### config.mk
export PLATFORM = sky130hd
export DESIGN_NAME = video_wr_arbiter
export DESIGN_NICKNAME = d
export VERILOG_FILES = /design/src/rtl/video_wr_arbiter.sv
export SDC_FILE = /design/constraint.sdc
export NUM_CORES = 1
export LEC_CHECK = 0
export CELL_PAD_IN_SITES_DETAIL_PLACEMENT = 1
export CELL_PAD_IN_SITES_GLOBAL_PLACEMENT = 1
export CORE_AREA = 5 5 59 101
export CTS_CLUSTER_DIAMETER = 80
export DETAILED_ROUTE_END_ITERATION = 10
export DIE_AREA = 0 0 64 106
export GPL_ROUTABILITY_DRIVEN = 0
export HOLD_SLACK_MARGIN = 0.06
export MAX_ROUTING_LAYER = met4
export PLACE_DENSITY = 0.88
export SYNTH_ARGS = -nofsm -noshare
export SYNTH_HDL_FRONTEND = slang
export SYNTH_SLANG_ARGS = --single-unit
### constraint.sdc
create_clock -name clk -period 1.95 [get_ports clk]
set_clock_uncertainty 0.1 [all_clocks]
set_input_delay 0.2925 -clock clk [delete_from_list [all_inputs] [get_ports clk]]
set_output_delay 0.2925 -clock clk [all_outputs]
set_load 0.1 [all_outputs]
### src/rtl/video_wr_arbiter.sv
// Single write-port scheduler for the video memory: CPU / Wishbone round-robin plus a fill engine.
// Optional VWR_BLANK_ONLY_EN adds a vblank input and confines all writes to vertical blank.
module video_wr_arbiter #(
    parameter int ADDR_W  = 11,
    parameter int COLOR_W = 3
) (
    input  logic               clk,
    input  logic               rst,
`ifdef VWR_BLANK_ONLY_EN
    input  logic               vblank,
`endif
    input  logic               cpu_req,
    input  logic [ADDR_W-1:0]  cpu_addr,
    input  logic [COLOR_W-1:0] cpu_color,
    output logic               cpu_gnt,
    input  logic               wb_req,
    input  logic [ADDR_W-1:0]  wb_addr,
    input  logic [COLOR_W-1:0] wb_color,
    output logic               wb_gnt,
    input  logic               clr_start,
    input  logic [COLOR_W-1:0] clr_color,
    output logic               clr_busy,
    output logic               mem_we,
    output logic [ADDR_W-1:0]  mem_addr,
    output logic [COLOR_W-1:0] mem_color
);
    typedef enum logic {IDLE = 1'b0, FILL = 1'b1} state_t;

    localparam logic [ADDR_W-1:0] CNT_LAST = {ADDR_W{1'b1}};

    state_t             state, state_nxt;
    logic [ADDR_W-1:0]  cnt, cnt_nxt;
    logic [COLOR_W-1:0] fill_color, fill_color_nxt;
    logic               last_wb, last_wb_nxt;
    logic               cpu_gnt_nxt, wb_gnt_nxt, mem_we_nxt, clr_busy_nxt;
    logic [ADDR_W-1:0]  mem_addr_nxt;
    logic [COLOR_W-1:0] mem_color_nxt;
    logic               wr_ok, cpu_elig, wb_elig, pick_cpu, pick_wb;

`ifdef VWR_BLANK_ONLY_EN
    assign wr_ok = vblank;
`else
    assign wr_ok = 1'b1;
`endif

    // A requester granted this cycle sits out the next one, which makes ties alternate.
    assign cpu_elig = cpu_req && !cpu_gnt && wr_ok;
    assign wb_elig  = wb_req  && !wb_gnt  && wr_ok;
    assign pick_cpu = cpu_elig && (!wb_elig || last_wb);
    assign pick_wb  = wb_elig && (!cpu_elig || !last_wb);

    always_ff @(posedge clk or posedge rst) begin
        if (rst) begin
            state      <= IDLE;
            cnt        <= '0;
            fill_color <= '0;
            last_wb    <= 1'b1;
            cpu_gnt    <= 1'b0;
            wb_gnt     <= 1'b0;
            clr_busy   <= 1'b0;
            mem_we     <= 1'b0;
            mem_addr   <= '0;
            mem_color  <= '0;
        end else begin
            state      <= state_nxt;
            cnt        <= cnt_nxt;
            fill_color <= fill_color_nxt;
            last_wb    <= last_wb_nxt;
            cpu_gnt    <= cpu_gnt_nxt;
            wb_gnt     <= wb_gnt_nxt;
            clr_busy   <= clr_busy_nxt;
            mem_we     <= mem_we_nxt;
            mem_addr   <= mem_addr_nxt;
            mem_color  <= mem_color_nxt;
        end
    end

    always_comb begin
        state_nxt      = state;
        cnt_nxt        = cnt;
        fill_color_nxt = fill_color;
        last_wb_nxt    = last_wb;
        case (state)
            IDLE: begin
                if (clr_start) begin
                    state_nxt      = FILL;
                    cnt_nxt        = '0;
                    fill_color_nxt = clr_color;
                end else if (pick_cpu) begin
                    last_wb_nxt = 1'b0;
                end else if (pick_wb) begin
                    last_wb_nxt = 1'b1;
                end
            end
            FILL: begin
                // Counter wraps to zero only as the FSM leaves FILL, so there is never a second pass.
                if (wr_ok) begin
                    cnt_nxt = cnt + ADDR_W'(1);
                    if (cnt == CNT_LAST) begin
                        state_nxt = IDLE;
                    end
                end
            end
            default: state_nxt = IDLE;
        endcase
    end

    always_comb begin
        cpu_gnt_nxt   = 1'b0;
        wb_gnt_nxt    = 1'b0;
        mem_we_nxt    = 1'b0;
        clr_busy_nxt  = 1'b0;
        mem_addr_nxt  = mem_addr;
        mem_color_nxt = mem_color;
        case (state)
            IDLE: begin
                if (!clr_start) begin
                    if (pick_cpu) begin
                        cpu_gnt_nxt   = 1'b1;
                        mem_we_nxt    = 1'b1;
                        mem_addr_nxt  = cpu_addr;
                        mem_color_nxt = cpu_color;
                    end else if (pick_wb) begin
                        wb_gnt_nxt    = 1'b1;
                        mem_we_nxt    = 1'b1;
                        mem_addr_nxt  = wb_addr;
                        mem_color_nxt = wb_color;
                    end
                end
            end
            FILL: begin
                // Busy tracks the fill writes one-for-one and stays up through a blanking pause.
                clr_busy_nxt = 1'b1;
                if (wr_ok) begin
                    mem_we_nxt    = 1'b1;
                    mem_addr_nxt  = cnt;
                    mem_color_nxt = fill_color;
                end
            end
            default: ;
        endcase
    end
endmodule

==> reports/qor.yml, run 1 <==
grt_pass1_wl_um: 8452
cts-buffers-inserted: 5
avgSynthCellArea_um2: 10.31
total_leakage_power_nw: 1.074
area.growth.synth_to_final_pct: 40.74
ctsResizeCount: 0
cp.arrival_ps: 1710
cts.path.max_buffers: 2
cts_hold_buf: 0
finalMaxSlewViolations: 0
tightest_slew_ps: 672.0
yosysSeqAreaShare_pct: 50.07
ir_drop_uv: 1327
clock-sinks: 34
dp_cells: 274
max_freq_ghz: 0.6082
detail-route-antenna-nets: 0
status: "finished, final reports clean"
tns_ps: 0
finalSetupViolations: 0
total_power_mw: 2.738
fin_nets: 263
ys_types: 37
globalRouteOverflowTotal: 0
dp_hpwl_um: 3733
relSlewSlack_pct: 54.04
cts.root.buffer_cell: "clkbuf_8"
dr_total_vias: 1476
crit_path_end: "mem_addr[10]$_DFFE_PP0P_"
placementRows: 35
antenna_found_initial: 0
synth_area_um2: 1702
drive_above_1_share_pct: 18.06
clk_pin_slew_ps: 70
cap_violations: 0
grt_usage_pct: 16.50
die_area_um2: 6784
cts_tree: "done"
grt_max_degree: 35
diodes: 0
synth_ff_type: "dfrtp_1"
fin_cells: 282
chipHeight_um: 106
min_period_ps: 1644
drt-initial-drc-count: 48
synth_edf_count: 0
routedWlPerCell_um: 17.84
r2r_cells: 5
powerDensity_nw_per_um2: 1143
portBuffers: 53
r2r-start: "wb_gnt$_DFF_PP0_"
start_kind: "input port"
vias_per_cell: 5.234
hp-class: "input port to async pin"
core-area_um2: 5124
r2r_end: "mem_addr[2]$_DFFE_PP0P_"
rrSetupSlack_ps: 330
cts_setup_buffers: 0
async_flop_share_pct: 100.0
drcViolationCount: 0
rsz0062_at_grt: "false"
start_util_pct: 33.21
cts_max_level: 2
synthesis.nets: 202
die_w_um: 64
critical_path_class: "input port to flop"
path_max_fanout: 15
final_hold_viol_count: 0
crit_required_ps: 2010
startpoint: "cpu_req"
io_pins: 54
grt_pass1_vias: 1663
ys_ff_latch: 34
drt_pass1_iterations: 4
min_period_over_period_pct: 84.32
synth_cells: 165
yosysWarningCount: 0
crit_path_end_kind: "flop"
finalWirelength_um: 5032
clkLatencyLatePin_ps: 290
[state kept, by name (all words and copies together) (netlist names)]
| register | cells |
|---|---|
| state | 1 |
| wb_gnt | 1 |
| fill_color | 3 |
| mem_we | 1 |
| cpu_gnt | 1 |
| last_wb | 1 |
| mem_addr | 11 |
| cnt | 11 |
| mem_color | 3 |
| clr_busy | 1 |
[worst max-delay path, cell delays in order]
cell,delay (ps)
clkdlybuf4s50_1,470
nor2b_1,170
o21a_1,200
buf_12,170
mux2i_1,250
o221ai_1,130
[cells in the mapped netlist (3+ instances only)]
| master | instances | share of area, % |
|---|---|---|
| dfrtp_1 | 33 | 49 |
| nand2_1 | 31 | 6.8 |
| mux2i_1 | 16 | 9.4 |
| inv_1 | 15 | 3.3 |
| o221ai_1 | 13 | 6.7 |
| nand2b_1 | 5 | 1.8 |
| a22o_1 | 4 | 2.1 |
| buf_2 | 4 | 1.2 |
| nand3_1 | 4 | 1.2 |
| o21ai_0 | 4 | 1.2 |
| nor2b_1 | 3 | 1.1 |
| xnor2_1 | 3 | 1.5 |
[power breakdown]
group	internal (mW)	leakage, nW	switching (mW)	total (mW)
sequential	0.863	0.415	0.161	1.02
clock	0.254	0.0395	0.254	0.507
combinational	0.368	0.620	0.839	1.21
total	1.48	1.07	1.25	2.74
[worst min path at each step]
stage                                           end                 startpoint  slack [ps]
after floorplan                    wb_gnt$_DFF_PP0_                  clr_start         280
after global placement    fill_color[0]$_DFFE_PP0P_  fill_color[0]$_DFFE_PP0P_         360
after detailed placement  fill_color[1]$_DFFE_PP0P_  fill_color[1]$_DFFE_PP0P_         380
after CTS                   mem_addr[8]$_DFFE_PP0P_                        rst         260
after global routing        mem_addr[8]$_DFFE_PP0P_                        rst         280
final                       mem_addr[0]$_DFFE_PP0P_                        rst         240
[layout by cell type (no fill, tap or decap), types with 2 or more instances in the layout]
cell type        count
o221ai_1            13
clkbuf_8             5
nor2b_1              3
buf_4               23
dfrtp_1             31
nand3_1              4
clkbuf_1             3
nor2_1               2
xnor2_1              3
o211ai_1             2
o21ai_0              4
clkdlybuf4s50_1     35
nand2b_1             5
xor2_1               2
nor3_1               2
mux2i_1             16
a22o_1               4
nand2_1             31
buf_12               4
inv_1               15
dfrtp_2              2
[routing by layer]
layer	global-route usage [%]	vias up	part of all wire, %
li1	-	696	-
met1	16.95	728	36
met2	28.49	36	56
met3	3.066	16	3.6
met4	9.658	0	4.1
met5	-	-	0
[per-stage QoR]
step,utilization (%),setup slack (ps),hold WS (ps),cell area [um2]
detailed placement,45.18,5.894,375.4,2315
floorplan,-,197.3,284.8,1704
global route,46.74,226.3,275.4,2395
global placement,45.18,95.38,362.0,2315
CTS,46.74,300.0,263.3,2395
finish,46.74,305.8,242.9,2395
[cell type report]
type	instances	area [um2]
Clock buffer	8	80.08
Inverter	15	56.30
Multi-Input combinational cell	108	732.0
Sequential cell	34	854.6
Tap cell	55	68.82
Fill cell	574	2729
Timing Repair Buffer	62	603.1
[kinds of logic after synthesis]
| family | Yosys count | share of synthesized area (%) |
|---|---|---|
| simple gates | 56 | 16.10 |
| flops | 34 | 50.07 |
| compound gates | 29 | 13.53 |
| buf+inv | 23 | 6.911 |
| mux | 17 | 10.07 |
| xor+xnor | 5 | 2.574 |
| fa+ha+maj | 1 | 0.7352 |
Note: power is estimated with default switching activity, not from simulation.
==> inputs of run 2 (changes only) <==
==> constraint.sdc (replaced) <==
create_clock -name clk -period 1.6 [get_ports clk]
set_clock_uncertainty 0.1 [all_clocks]
set_input_delay 0.24 -clock clk [delete_from_list [all_inputs] [get_ports clk]]
set_output_delay 0.24 -clock clk [all_outputs]
set_load 0.1 [all_outputs]
==> run 2 against run 1 <==
- sequential power rose by 27%
- non-clock buffer count rose by 7
- register-to-register slack got worse by 290 ps
- combinational power rose by 47%
- clock power rose by 32%
- sequential cell count did not move
- largest power group unchanged
- cell count rose by 2.5%
- global-route usage barely moved
- sequential share of layout area fell by 4.9 points
- via count rose by 0.41%
==> reports/qor.yml, run 2 (same netlist as run 1, synthesis figures left out) <==
status: "finished, final reports clean"
final_area_um2: 2803  # +17%
grt_usage_pct: 16.49  # about the same
cts.root.buffer_cell: "clkbuf_8"
chipHeight_um: 106  # unchanged
layout_commonest_cell: "clkdlybuf4s50_1"
powerDensity_nw_per_um2: 1337  # +17%
vias_per_cell: 5.128  # -2.0%
cts_max_level: 2  # unchanged
grt_pass1_vias: 1588  # -4.5%
grt_pass1_wl_um: 8500  # +0.57%
crit_path_end_kind: "flop"
top_layer_used: "met4"
most-common-layout-cells: "clkdlybuf4s50_1, nand2_1, dfrtp_1"
total_leakage_power_nw: 1.206  # +12%
nFillCells: 525  # -8.5%
antenna_found_initial: 0  # unchanged
cp.arrival_ps: 1670  # -40 ps
finalSetupViolations: 0  # unchanged
cts.path.max_buffers: 2  # unchanged
diodes: 0  # unchanged
clk_pin_slew_ps: 70  # about the same
total_power_mw: 3.749  # +37%
core-area_um2: 5124  # unchanged
die_area_um2: 6784  # unchanged
cts_hold_buf: 0  # unchanged
drt-initial-drc-count: 30  # -38%
path_max_fanout: 22  # +7
cts_tree: "done"
portBuffers: 53  # unchanged
setup_ws_ps: 35.19  # -270.6 ps
drt_pass1_iterations: 4  # unchanged
fin_nets: 270  # +2.7%
area.growth.synth_to_final_pct: 64.71
finalMaxSlewViolations: 0  # unchanged
max_freq_ghz: 0.6391
ir_drop_uv: 1529  # +15%
cts-buffers-inserted: 5  # unchanged
wl_met1_um: 1928  # +6.8%
drcViolationCount: 0  # unchanged
crit_required_ps: 1700  # -310 ps
die_w_um: 64  # unchanged
finalWirelength_um: 5238  # +4.1%
final_hold_viol_count: 0  # unchanged
min_period_over_period_pct: 97.80
start_kind: "flop"
final-seq-area_um2: 862.1  # +0.88%
routedWlPerCell_um: 18.12  # +1.6%
route.met2.wl_um: 3048  # +7.5%
pre_cts_ws_ps: -315.0  # -320.9 ps
reg_top3: "cnt (11), mem_addr (11)"
placementRows: 35  # unchanged
placed_area_um2: 2590  # +12%
wl_met3_um: 171  # -5.5%
detail-route-antenna-nets: 0  # unchanged
critical_path_class: "flop to flop"
dr_total_vias: 1482  # +0.41%
start_util_pct: 33.21  # unchanged
min_period_ps: 1565
multiInputGateArea_um2: 819.5  # +12%
clkLatencyLatePin_ps: 290  # about the same
cap_violations: 0  # unchanged
drive_above_1_share_pct: 28.21  # +10 points
globalRouteOverflowTotal: 0  # unchanged
grt_max_degree: 35  # unchanged
dp_hpwl_um: 3936  # +5.5%
tightest_slew_ps: 590.0  # -81.99 ps
io_pins: 54  # unchanged
rsz0062_at_grt: "true"
hp-class: "input port to async pin"
relSlewSlack_pct: 60.52  # +6.5 points
clock-sinks: 34  # unchanged
run 2: power by group:
part / internal (mW) / leakage, nW / total, mW / switching [mW]
clock: 0.347 / 0.0482 / 0.667 / 0.320
sequential: 1.06 / 0.412 / 1.30 / 0.247
combinational: 0.721 / 0.746 / 1.78 / 1.06
run 2: through the flow:
step | TNS (ps) | std cells | hold slack [ps] | util, %
2_1_floorplan | -935.1 | 165 | 232.2 | -
3_3_place_gp | -3793 | 279 | 359.5 | 50.55
3_5_place_dp | -4620 | 279 | 364.2 | 50.55
4_1_cts | 0 | 289 | 215.5 | 53.55
5_1_grt | -6.852 | 289 | 243.5 | 54.70
6_report | 0 | 289 | 205.6 | 54.70
run 2: layout make-up:
cell class	count	area share (%)
Timing Repair Buffer	69	32.28
Sequential cell	34	30.76
Multi-Input combinational cell	108	29.24
Clock buffer	7	3.080
Tap cell	55	2.455
Inverter	15	2.009
Clock inverter	1	0.1786
run 2: timing repair:
action                     4_1_cts  5_1_grt
gates resized for setup          8       13
pin swaps                        2        2
gates cloned                     1        0
setup buffers                    1        0
setup endpoints to repair       13       15
run 2: critical path, cell delays in order, from the launching register on:
cell,delay (ps)
dfrtp_1,430
buf_12,170
nor2_1,470
o21ai_0,180
o21ai_0,110
run 2: routing by layer:
metal	vias to the layer above	GRT usage, %
met2	26	29.14
met4	0	6.241
li1	710	-
met1	738	17.84
met5	-	-
met3	8	3.066
run 2: final timing paths:
| kind | startpoint | endpoint | slack [ps] | cells past startpoint |
|---|---|---|---|---|
| setup / recovery | state$_DFF_PP0_ | cnt[2]$_DFFE_PP0P_ | 40 | 4 |
| hold / removal | rst | wb_gnt$_DFF_PP0_ | 210 | 3 |
| setup reg to reg | state$_DFF_PP0_ | cnt[2]$_DFFE_PP0P_ | 40 | 4 |
| hold reg to reg | fill_color[0]$_DFFE_PP0P_ | fill_color[0]$_DFFE_PP0P_ | 380 | 2 |
| max in group asynchronous | rst | last_wb$_DFFE_PP1P_ | 950 | 3 |
| min in group clk | fill_color[0]$_DFFE_PP0P_ | fill_color[0]$_DFFE_PP0P_ | 380 | 2 |
==> inputs of run 3 (changes only) <==
==> config.mk (replaced) <==
export PLATFORM = sky130hd
export DESIGN_NAME = video_wr_arbiter
export DESIGN_NICKNAME = d
export VERILOG_FILES = /design/src/rtl/video_wr_arbiter.sv
export SDC_FILE = /design/constraint.sdc
export NUM_CORES = 1
export LEC_CHECK = 0
export CORE_AREA = 5 5 52 89
export CTS_CLUSTER_DIAMETER = 80
export DETAILED_ROUTE_END_ITERATION = 10
export DIE_AREA = 0 0 57 94
export GPL_ROUTABILITY_DRIVEN = 0
export HOLD_SLACK_MARGIN = 0.06
export MAX_ROUTING_LAYER = met4
export PLACE_DENSITY = 0.88
export SKIP_CTS_REPAIR_TIMING = 1
export SYNTH_ARGS = -nofsm -noshare
export SYNTH_HDL_FRONTEND = slang
export SYNTH_SLANG_ARGS = --single-unit
==> run 3 against run 2 <==
- combinational power hardly changed
- first-iteration DRC count up 6.7%
- wire length is 6.2% lower
- maximum frequency is 0.60% lower
- via count rose by 3.3%
==> reports/qor.yml, run 3 (same netlist as run 1, synthesis figures left out) <==
status: "finished, final reports clean"
critical_path_class: "flop to flop"
relSlewSlack_pct: 61.61  # +1.1 points
crit_path_end_kind: "flop"
tightest_slew_ps: 561.3  # -28.70 ps
dp_cells: 271  # -2.9%
area.growth.synth_to_final_pct: 60.96
start_util_pct: 44.44  # +11 points
powerDensity_nw_per_um2: 1343  # +0.41%
met3_usage_pct: 3.851  # +0.79 points
dp_hpwl_um: 3471  # -12%
detail-route-antenna-nets: 0  # unchanged
cts_tree: "done"
finalSetupViolations: 0  # unchanged
grt_pass1_wl_um: 7486  # -12%
finalMaxSlewViolations: 0  # unchanged
hp-class: "input port to async pin"
vias_per_cell: 5.448  # +6.2%
use_met2_pct: 31.77  # +2.6 points
clkLatencyLatePin_ps: 280  # about the same
tns_ps: 0  # unchanged
clk_pin_slew_ps: 60  # about the same
pwr-share-seq_pct: 35.1  # +0.3 points
p_int_mw: 2.110  # -0.77%
globalRouteOverflowTotal: 0  # unchanged
core-area_um2: 3829  # -25%
layout_commonest_cell: "clkdlybuf4s50_1"
nFillCells: 270  # -49%
path_max_fanout: 6  # -73%
grt_max_degree: 19  # -46%
portBuffers: 53  # unchanged
drive_above_1_share_pct: 26.61  # -1.6 points
fin_util_pct: 71.54  # +17 points
grt_usage_pct: 18.76  # +2.3 points
reg_top3: "cnt (11), mem_addr (11)"
cts.root.buffer_cell: "clkbuf_8"
cp.arrival_ps: 1620  # -50 ps
placementRows: 30  # -14%
holdWs_ps: 98.18  # -107.4 ps
cts_max_level: 2  # unchanged
routedWlPerCell_um: 17.48  # -3.6%
multiInputGateArea_um2: 802.0  # -2.1%
p_sw_mw: 1.569  # -3.3%
dr_total_vias: 1531  # +3.3%
min_period_over_period_pct: 98.39  # +0.59 points
fin_cells: 281  # -2.8%
die_area_um2: 5358  # -21%
total_power_mw: 3.678  # -1.9%
start_kind: "flop"
io_pins: 54  # unchanged
final_hold_viol_count: 0  # unchanged
switching_share_pct: 42.65  # -0.64 points
most-common-layout-cells: "clkdlybuf4s50_1, nand2_1, dfrtp_1"
die_w_um: 57  # -11%
crit_required_ps: 1650  # -50 ps
grt_pass1_vias: 1599  # +0.69%
rsz0062_at_grt: "true"
max_freq_ghz: 0.6352  # -0.60%
total_leakage_power_nw: 1.189  # -1.4%
cts-buffers-inserted: 5  # unchanged
diodes: 0  # unchanged
fin_nets: 269  # -0.37%
chipHeight_um: 94  # -11%
grt_use_met1_pct: 19.02  # +1.2 points
cap_violations: 0  # unchanged
grt-busiest-layer: "met2"
drt-initial-drc-count: 32  # +6.7%
ir_drop_uv: 1124  # -26%
power_frac_clock_pct: 17.4  # -0.4 points
cts.path.max_buffers: 2  # unchanged
drcViolationCount: 0  # unchanged
finalWirelength_um: 4912  # -6.2%
final-seq-area_um2: 859.6  # -0.29%
clock-sinks: 34  # unchanged
drt_pass1_iterations: 5  # +1
min_period_ps: 1574  # +9.492 ps
power_frac_comb_pct: 47.5  # about the same
antenna_found_initial: 0  # unchanged
[run 3: cell types whose count changed in the layout (fill, tap and decap cells not counted), sizes merged]
cell | before | now
buf | 34 | 32
clkbuf | 7 | 8
[run 3: worst max-delay path, stage by stage (launching register included)]
cell and delay [ps]:
dfrtp_4 470, nand2b_4 160, o21a_4 230, buf_12 150
mux2i_2 190, o221ai_1 140
[run 3: per-stage QoR]
stage | instance area [um2] | setup slack, ps
2_1_floorplan | 1717 | -98.93
3_3_place_gp | 2549 | -207.4
3_5_place_dp | 2549 | -319.4
4_1_cts | 2640 | -82.03
5_1_grt | 2739 | -33.26
6_report | 2739 | 25.70
[run 3: power groups by stage]
stage               registers [mW]  clock network [mW]  logic, mW
floorplan                     1.89                   0      0.405
detailed placement            1.30                   0       1.69
finish                        1.29               0.640       1.75
global route                  1.32               0.699       1.83
CTS                           1.28               0.658       1.71
global placement              1.29                   0       1.66
[run 3: per-layer routing]
layer / share of wire, % / routed length, um
met4: 3.6 / 176
met1: 34 / 1662
met5: 0 / 0
met2: 58 / 2871
met3: 4.1 / 201
[run 3: path summary, 6_finish.rpt]
check | start | cells past startpoint | slack [ps] | end
min | rst | 2 | 100 | wb_gnt$_DFF_PP0_
max in group asynchronous | rst | 3 | 780 | mem_addr[2]$_DFFE_PP0P_
min reg2reg | fill_color[2]$_DFFE_PP0P_ | 2 | 390 | fill_color[2]$_DFFE_PP0P_
max | wb_gnt$_DFF_PP0_ | 5 | 30 | mem_addr[2]$_DFFE_PP0P_
max reg2reg | wb_gnt$_DFF_PP0_ | 5 | 30 | mem_addr[2]$_DFFE_PP0P_
min in group clk | fill_color[2]$_DFFE_PP0P_ | 2 | 390 | fill_color[2]$_DFFE_PP0P_
[run 3: area by class of cell]
cell class              count  share of cell area (%)
repair buffers             68                   31.75
flip-flops and latches     34                   31.38
multi-input cells         108                   29.28
clock buffers               7                   3.152
well taps                  48                   2.193
inverters                  15                   2.056
clock inverters             1                  0.1827
